`config.mk`:
```
export PLATFORM = sky130hd
export DESIGN_NAME = sum_seg_sequencer
export DESIGN_NICKNAME = d
export VERILOG_FILES = /design/src/rtl/sum_seg_sequencer.sv
export SDC_FILE = /design/constraint.sdc
export NUM_CORES = 1
export LEC_CHECK = 0
export BUFFER_PORTS_ARGS = -buffer_cell sky130_fd_sc_hd__buf_4
export CAP_MARGIN = 20
export CORE_ASPECT_RATIO = 0.75
export CORE_MARGIN = 2
export CORE_UTILIZATION = 55
export DETAILED_ROUTE_END_ITERATION = 16
export PLACE_DENSITY = 0.73
export SLEW_MARGIN = 20
export SYNTH_ARGS = -nofsm -noshare
export SYNTH_HDL_FRONTEND = slang
export SYNTH_SLANG_ARGS = --single-unit
```
`constraint.sdc`:
```
create_clock -name clk -period 3.3 [get_ports clk]
set_input_delay 0.495 -clock clk [delete_from_list [all_inputs] [get_ports clk]]
set_output_delay 0.495 -clock clk [all_outputs]
set_load 0.05 [all_outputs]
```
`src/rtl/sum_seg_sequencer.sv`:
```
// Captures an 8-bit sum, converts it to BCD with a sequential double-dabble and
// loops the decimal digits on a single 7-segment display with leading-zero blanking.
module sum_seg_sequencer #(
    parameter int HOLD_CYCLES  = 10000000,
    parameter int BLANK_CYCLES = 2000000,
    parameter int CNT_W        = 24
) (
    input  logic       clk,
    input  logic       rst_n,
    input  logic       ena,
    input  logic       load,
    input  logic [7:0] value,
    output logic [6:0] seg,
    output logic       dp,
    output logic       busy,
    output logic       frame_start
);

    // state   | meaning
    // IDLE    | display dark, waiting for the first load
    // CONVERT | double-dabble, one value bit per cycle, 8 cycles
    // SHOW    | current digit lit for HOLD_CYCLES
    // GAP     | display dark for BLANK_CYCLES between digits
    typedef enum logic [1:0] {IDLE, CONVERT, SHOW, GAP} state_t;

    localparam logic [CNT_W-1:0] CONV_LAST  = CNT_W'(7);
    localparam logic [CNT_W-1:0] HOLD_LAST  = CNT_W'(HOLD_CYCLES - 1);
    localparam logic [CNT_W-1:0] BLANK_LAST = CNT_W'(BLANK_CYCLES - 1);
    localparam logic [1:0]       DIG_UNITS  = 2'd2;

    state_t           state_q, state_d;
    logic [7:0]       val_q, val_d;
    logic [11:0]      bcd_q, bcd_d;
    logic [CNT_W-1:0] cnt_q, cnt_d;
    logic [1:0]       dig_q, dig_d;
    logic [6:0]       seg_q, seg_d;
    logic             dp_q, dp_d;
    logic             busy_q, busy_d;
    logic             fs_q, fs_d;
    logic             load_go;
    logic [3:0]       cur_digit;

    // Digit index: 0 = hundreds, 1 = tens, 2 = units.
    function automatic logic [1:0] first_digit(input logic [11:0] b);
        if (b[11:8] != 4'd0)
            return 2'd0;
        else if (b[7:4] != 4'd0)
            return 2'd1;
        else
            return 2'd2;
    endfunction

    function automatic logic [6:0] encode(input logic [3:0] d);
        case (d)
            4'd0:    return 7'h3F;
            4'd1:    return 7'h06;
            4'd2:    return 7'h5B;
            4'd3:    return 7'h4F;
            4'd4:    return 7'h66;
            4'd5:    return 7'h6D;
            4'd6:    return 7'h7D;
            4'd7:    return 7'h07;
            4'd8:    return 7'h7F;
            4'd9:    return 7'h6F;
            default: return 7'h00;
        endcase
    endfunction

    function automatic logic [11:0] dabble_step(input logic [11:0] b, input logic in_bit);
        logic [11:0] a;
        a = b;
        for (int i = 0; i < 3; i++) begin
            if (a[i*4 +: 4] >= 4'd5)
                a[i*4 +: 4] = a[i*4 +: 4] + 4'd3;
        end
        return {a[10:0], in_bit};
    endfunction

    assign load_go = load & ena;

    always_comb begin
        case (dig_q)
            2'd0:    cur_digit = bcd_q[11:8];
            2'd1:    cur_digit = bcd_q[7:4];
            default: cur_digit = bcd_q[3:0];
        endcase
    end

    always_comb begin
        state_d = state_q;
        val_d   = val_q;
        bcd_d   = bcd_q;
        cnt_d   = cnt_q;
        dig_d   = dig_q;

        if (load_go) begin
            state_d = CONVERT;
            val_d   = value;
            bcd_d   = '0;
            cnt_d   = '0;
        end else begin
            case (state_q)
                IDLE: ;
                CONVERT: begin
                    bcd_d = dabble_step(bcd_q, val_q[7]);
                    val_d = {val_q[6:0], 1'b0};
                    if (cnt_q == CONV_LAST) begin
                        state_d = SHOW;
                        cnt_d   = '0;
                        dig_d   = first_digit(bcd_d);
                    end else begin
                        cnt_d = cnt_q + CNT_W'(1);
                    end
                end
                SHOW: begin
                    if (cnt_q == HOLD_LAST) begin
                        state_d = GAP;
                        cnt_d   = '0;
                    end else begin
                        cnt_d = cnt_q + CNT_W'(1);
                    end
                end
                GAP: begin
                    if (cnt_q == BLANK_LAST) begin
                        state_d = SHOW;
                        cnt_d   = '0;
                        dig_d   = (dig_q == DIG_UNITS) ? first_digit(bcd_q) : dig_q + 2'd1;
                    end else begin
                        cnt_d = cnt_q + CNT_W'(1);
                    end
                end
                default: state_d = IDLE;
            endcase
        end

        // Outputs follow the registered state one cycle later; a new load blanks at once.
        seg_d  = (!load_go && state_q == SHOW) ? encode(cur_digit) : 7'h00;
        dp_d   = !load_go && state_q == SHOW && dig_q == DIG_UNITS;
        busy_d = (state_d == CONVERT);
        fs_d   = !load_go && state_q == SHOW && cnt_q == '0 && dig_q == first_digit(bcd_q);
    end

    always_ff @(posedge clk or negedge rst_n) begin
        if (!rst_n) begin
            state_q <= IDLE;
            val_q   <= '0;
            bcd_q   <= '0;
            cnt_q   <= '0;
            dig_q   <= '0;
            seg_q   <= '0;
            dp_q    <= 1'b0;
            busy_q  <= 1'b0;
            fs_q    <= 1'b0;
        end else if (ena) begin
            state_q <= state_d;
            val_q   <= val_d;
            bcd_q   <= bcd_d;
            cnt_q   <= cnt_d;
            dig_q   <= dig_d;
            seg_q   <= seg_d;
            dp_q    <= dp_d;
            busy_q  <= busy_d;
            fs_q    <= fs_d;
        end
    end

    assign seg         = seg_q;
    assign dp          = dp_q;
    assign busy        = busy_q;
    assign frame_start = fs_q;

endmodule

```
==> summary.txt <==
Outcome
  – Status: finished clean

Synth
  – Mean post-synth cell area: ~8.9 sq um
  – Mapped Area: ~3500 sq um
  – Top-area cell type share of the netlist area: roughly two fifths
  – Synth area leader: dfrtp_1
  – Count leader, synth: dfrtp_1
  – Synth Flop Type: dfrtp_1
  – Commonest cells post-synth: dfrtp_1 (58), o21ai_0 (40), nand2_1 (39), nor2_1 (37), a21oi_1 (26)
  – Net count after synthesis: about 420
  – Synth Register Bits: 58
  – Largest cells by area after synthesis: dfrtp_1 (41%), o21ai_0 (5.7%), ha_1 (5.0%), nand2_1 (4.2%), mux2i_1 (4.0%)
  – Number of unique standard cell types used by synthesis: 53
  – EDFF count, synth: 0
  – Sequential share of the synthesized area: between 40% and 50%
  – Ys Warns: 0
  – Async S/R FF share, synth: 100%
  – Post-Synthesis Cells: about 400

Pwr
  – Int Pwr: 1.18 mW
  – Leak Pwr: around 1.8 nW
  – Sw frac: 29.3%
  – Sequential share of power: between 40% and 50%
  – Clk pwr share: between 30 and 40%
  – Switching power total: slightly below 0.5 mW
  – Combinational power share: approximately 16%
  – Worst vdd ir: between 0.0003 and 0.0004 V
  – Power Density: 425 nW/um^2

Floorplanning
  – Core area: roughly 6300 sq um
  – Row cnt: 25
  – Die Y: between 70 and 80 um
  – Die ar.: ~7100 sq um
  – Die width: 96.4 um
  – I/O pin count: 22
  – Initial core utilization: 56.3%

STA
  – RSZ-0062 raised after global routing: no
  – Final Setup Violations: 0
  – Sum Neg Setup Slack: 0 ps
  – Least-Margin Pin Slew: between 700 and 800 ps
  – Tcrit/Tclk final: slightly above 70%
  – Final Hold Viols: 0
  – Max-slew violations: 0
  – Final WS setup: approximately 900 ps
  – Max Clk Rate: approximately 420 MHz
  – Slew headroom: around half
  – Min Tclk post-route: between 2000 and 2500 ps
  – Clk_skew: approximately 9.3 ps

Setup path
  – Crit path DAT: between 2000 and 3000 ps
  – Reg2reg path depth: 5
  – Crit-path slowest cell: or4_4
  – Crit path max fanout: 10
  – Worst Path Required: between 3000 and 4000 ps
  – Kind of critical path: reg2reg
  – Crit path largest cell delay: between 500 and 600 ps
  – CP Launch Type: register
  – Crit-path cells: or4_4 > or3_4 > o32a_2 > a21oi_2 > nor2_1
  – Critical Path End Type: register

Route
  – Drt initial violations: 252
  – DRC violations left: 0
  – Vias: ~3100
  – Antenna Violating Nets Remaining: 0
  – Vias per cell: slightly above 6
  – First-pass DRT Iterations: 5
  – Total Wirelength: ~8.3 mm
  – Wire length per cell: between 15 and 20 um

Final layout
  – Layout area overhead: 11.2%
  – Multi-input logic area: ~2000 sq um
  – Sequential Area: roughly 1500 sq um
  – Layout Cell Area excl Fill: 3920 sq um
  – Share of layout cells above drive strength 1: 11.7%
  – Number of antenna diodes: 0
  – Fin nets: approximately 450
  – Fillers: ~530

Placement
  – PortBufs: 21
  – DP Area: roughly 3700 sq um
  – Routability cong.: 0.852
  – DPL Wire Length: approximately 6.0 mm
  – Pre-CTS setup slack: roughly 900 ps

GRT
  – First-pass GRT wire length: 13.7 mm
  – Remaining global-route overflow: 0
  – Pin count of the biggest net entering global routing: just under 60
  – Total Routing Usage GR: around 25%
  – Antenna violations before repair: 0
  – Vias in the first global route: around 2700

Clock network
  – Htree depth: 3
  – CTS tree: yes
  – Clock latency on the worst-skew pair: 330 ps
  – Clock-pin slew on the worst setup and hold paths: approximately 70 ps
  – Setup Fix Bufs, Post-CTS: 0
  – Clock Tree Buf Depth: 2
  – Clock buffer count from CTS: 9
  – Post-cts resize count: 0
  – Hold buffer count at cts: 0
  – Total clock sinks: 58
  – Root buffer cell: clkbuf_8

Run
  – MaxCap Viol Count: 0

Hold path
  – Hold/Removal Path Class: in2async
stage by stage:
stage	std cells	util (%)	hold WS, ps	total power, mW
2_1_floorplan	398	-	199	1.01
3_3_place_gp	492	59.9	475	1.09
3_5_place_dp	492	59.9	474	1.10
4_1_cts	507	62.6	251	1.68
5_1_grt	507	62.6	294	1.75
6_report	507	62.6	223	1.67
power groups by stage:
stage	sequential, mW	combinational [mW]	clock, mW
5_1_grt	0.828	0.302	0.622
6_report	0.821	0.269	0.576
4_1_cts	0.819	0.270	0.592
3_3_place_gp	0.829	0.264	0
2_1_floorplan	0.823	0.188	0
3_5_place_dp	0.831	0.269	0
final timing paths:
| check | slack (ps) | endpoint | from |
|---|---|---|---|
| setup / recovery | 900 | cnt_q[12] | cnt_q[20] |
| hold / removal | 220 | cnt_q[22] | rst_n |
| setup reg to reg | 900 | cnt_q[12] | cnt_q[20] |
| hold reg to reg | 490 | seg[2] | seg[2] |
| max in group asynchronous | 2580 | cnt_q[1] | rst_n |
| min in group clk | 400 | val_q[0] | value[0] |
critical path: cells and delay by family (launching register included):
| family | cells | cell delay (ps) |
|---|---|---|
| AOI/OAI and AO/OA | 2 | 790 |
| and+or+nand+nor | 3 | 1040 |
| DFF | 1 | 420 |
cells by family (layout without fill, tap and decap cells):
logic type	after synthesis	in the layout	share of synthesized area, %
AOI/OAI and AO/OA	97	97	17.4
xor gates and xnor gates	15	15	3.73
adders and majority gates	14	14	4.97
buffers and inverters	29	57	3.44
DFF	58	58	41.2
muxes	15	15	4.30
and+or+nand+nor	170	170	24.9
layout by cell type, fill, tap and decap left out, types with 14 or more instances in the layout:
cell	count
inv_1	19
nand3_1	19
nor2_1	37
mux2i_1	14
nor3_1	22
a21oi_1	26
buf_4	23
o21ai_0	40
dfrtp_1	58
ha_1	14
nand2_1	39
cell type report:
| type | count | area share (%) |
|---|---|---|
| Timing Repair Buffer | 23 | 4.41 |
| Inverter | 19 | 1.82 |
| Tap cell | 81 | 2.59 |
| Sequential cell | 58 | 37.0 |
| Clock buffer | 12 | 3.96 |
| Clock inverter | 3 | 0.383 |
| Multi-Input combinational cell | 311 | 49.8 |
state kept, by name, summed over array words and instances, names as in the netlist:
signal / cells
cnt_q: 24
bcd_q: 12
dig_q: 2
seg: 7
val_q: 8
frame_start: 1
dp: 1
busy: 1
state_q: 2
routing by layer:
layer | wire length [um] | up-vias | GRT usage [%]
met5 | 0 | - | 0
met4 | 48 | 0 | 6.26
met2 | 3570 | 122 | 35.0
met3 | 520 | 7 | 6.46
met1 | 4140 | 1471 | 39.4
li1 | - | 1494 | -
(Power assumes the default switching activity.)
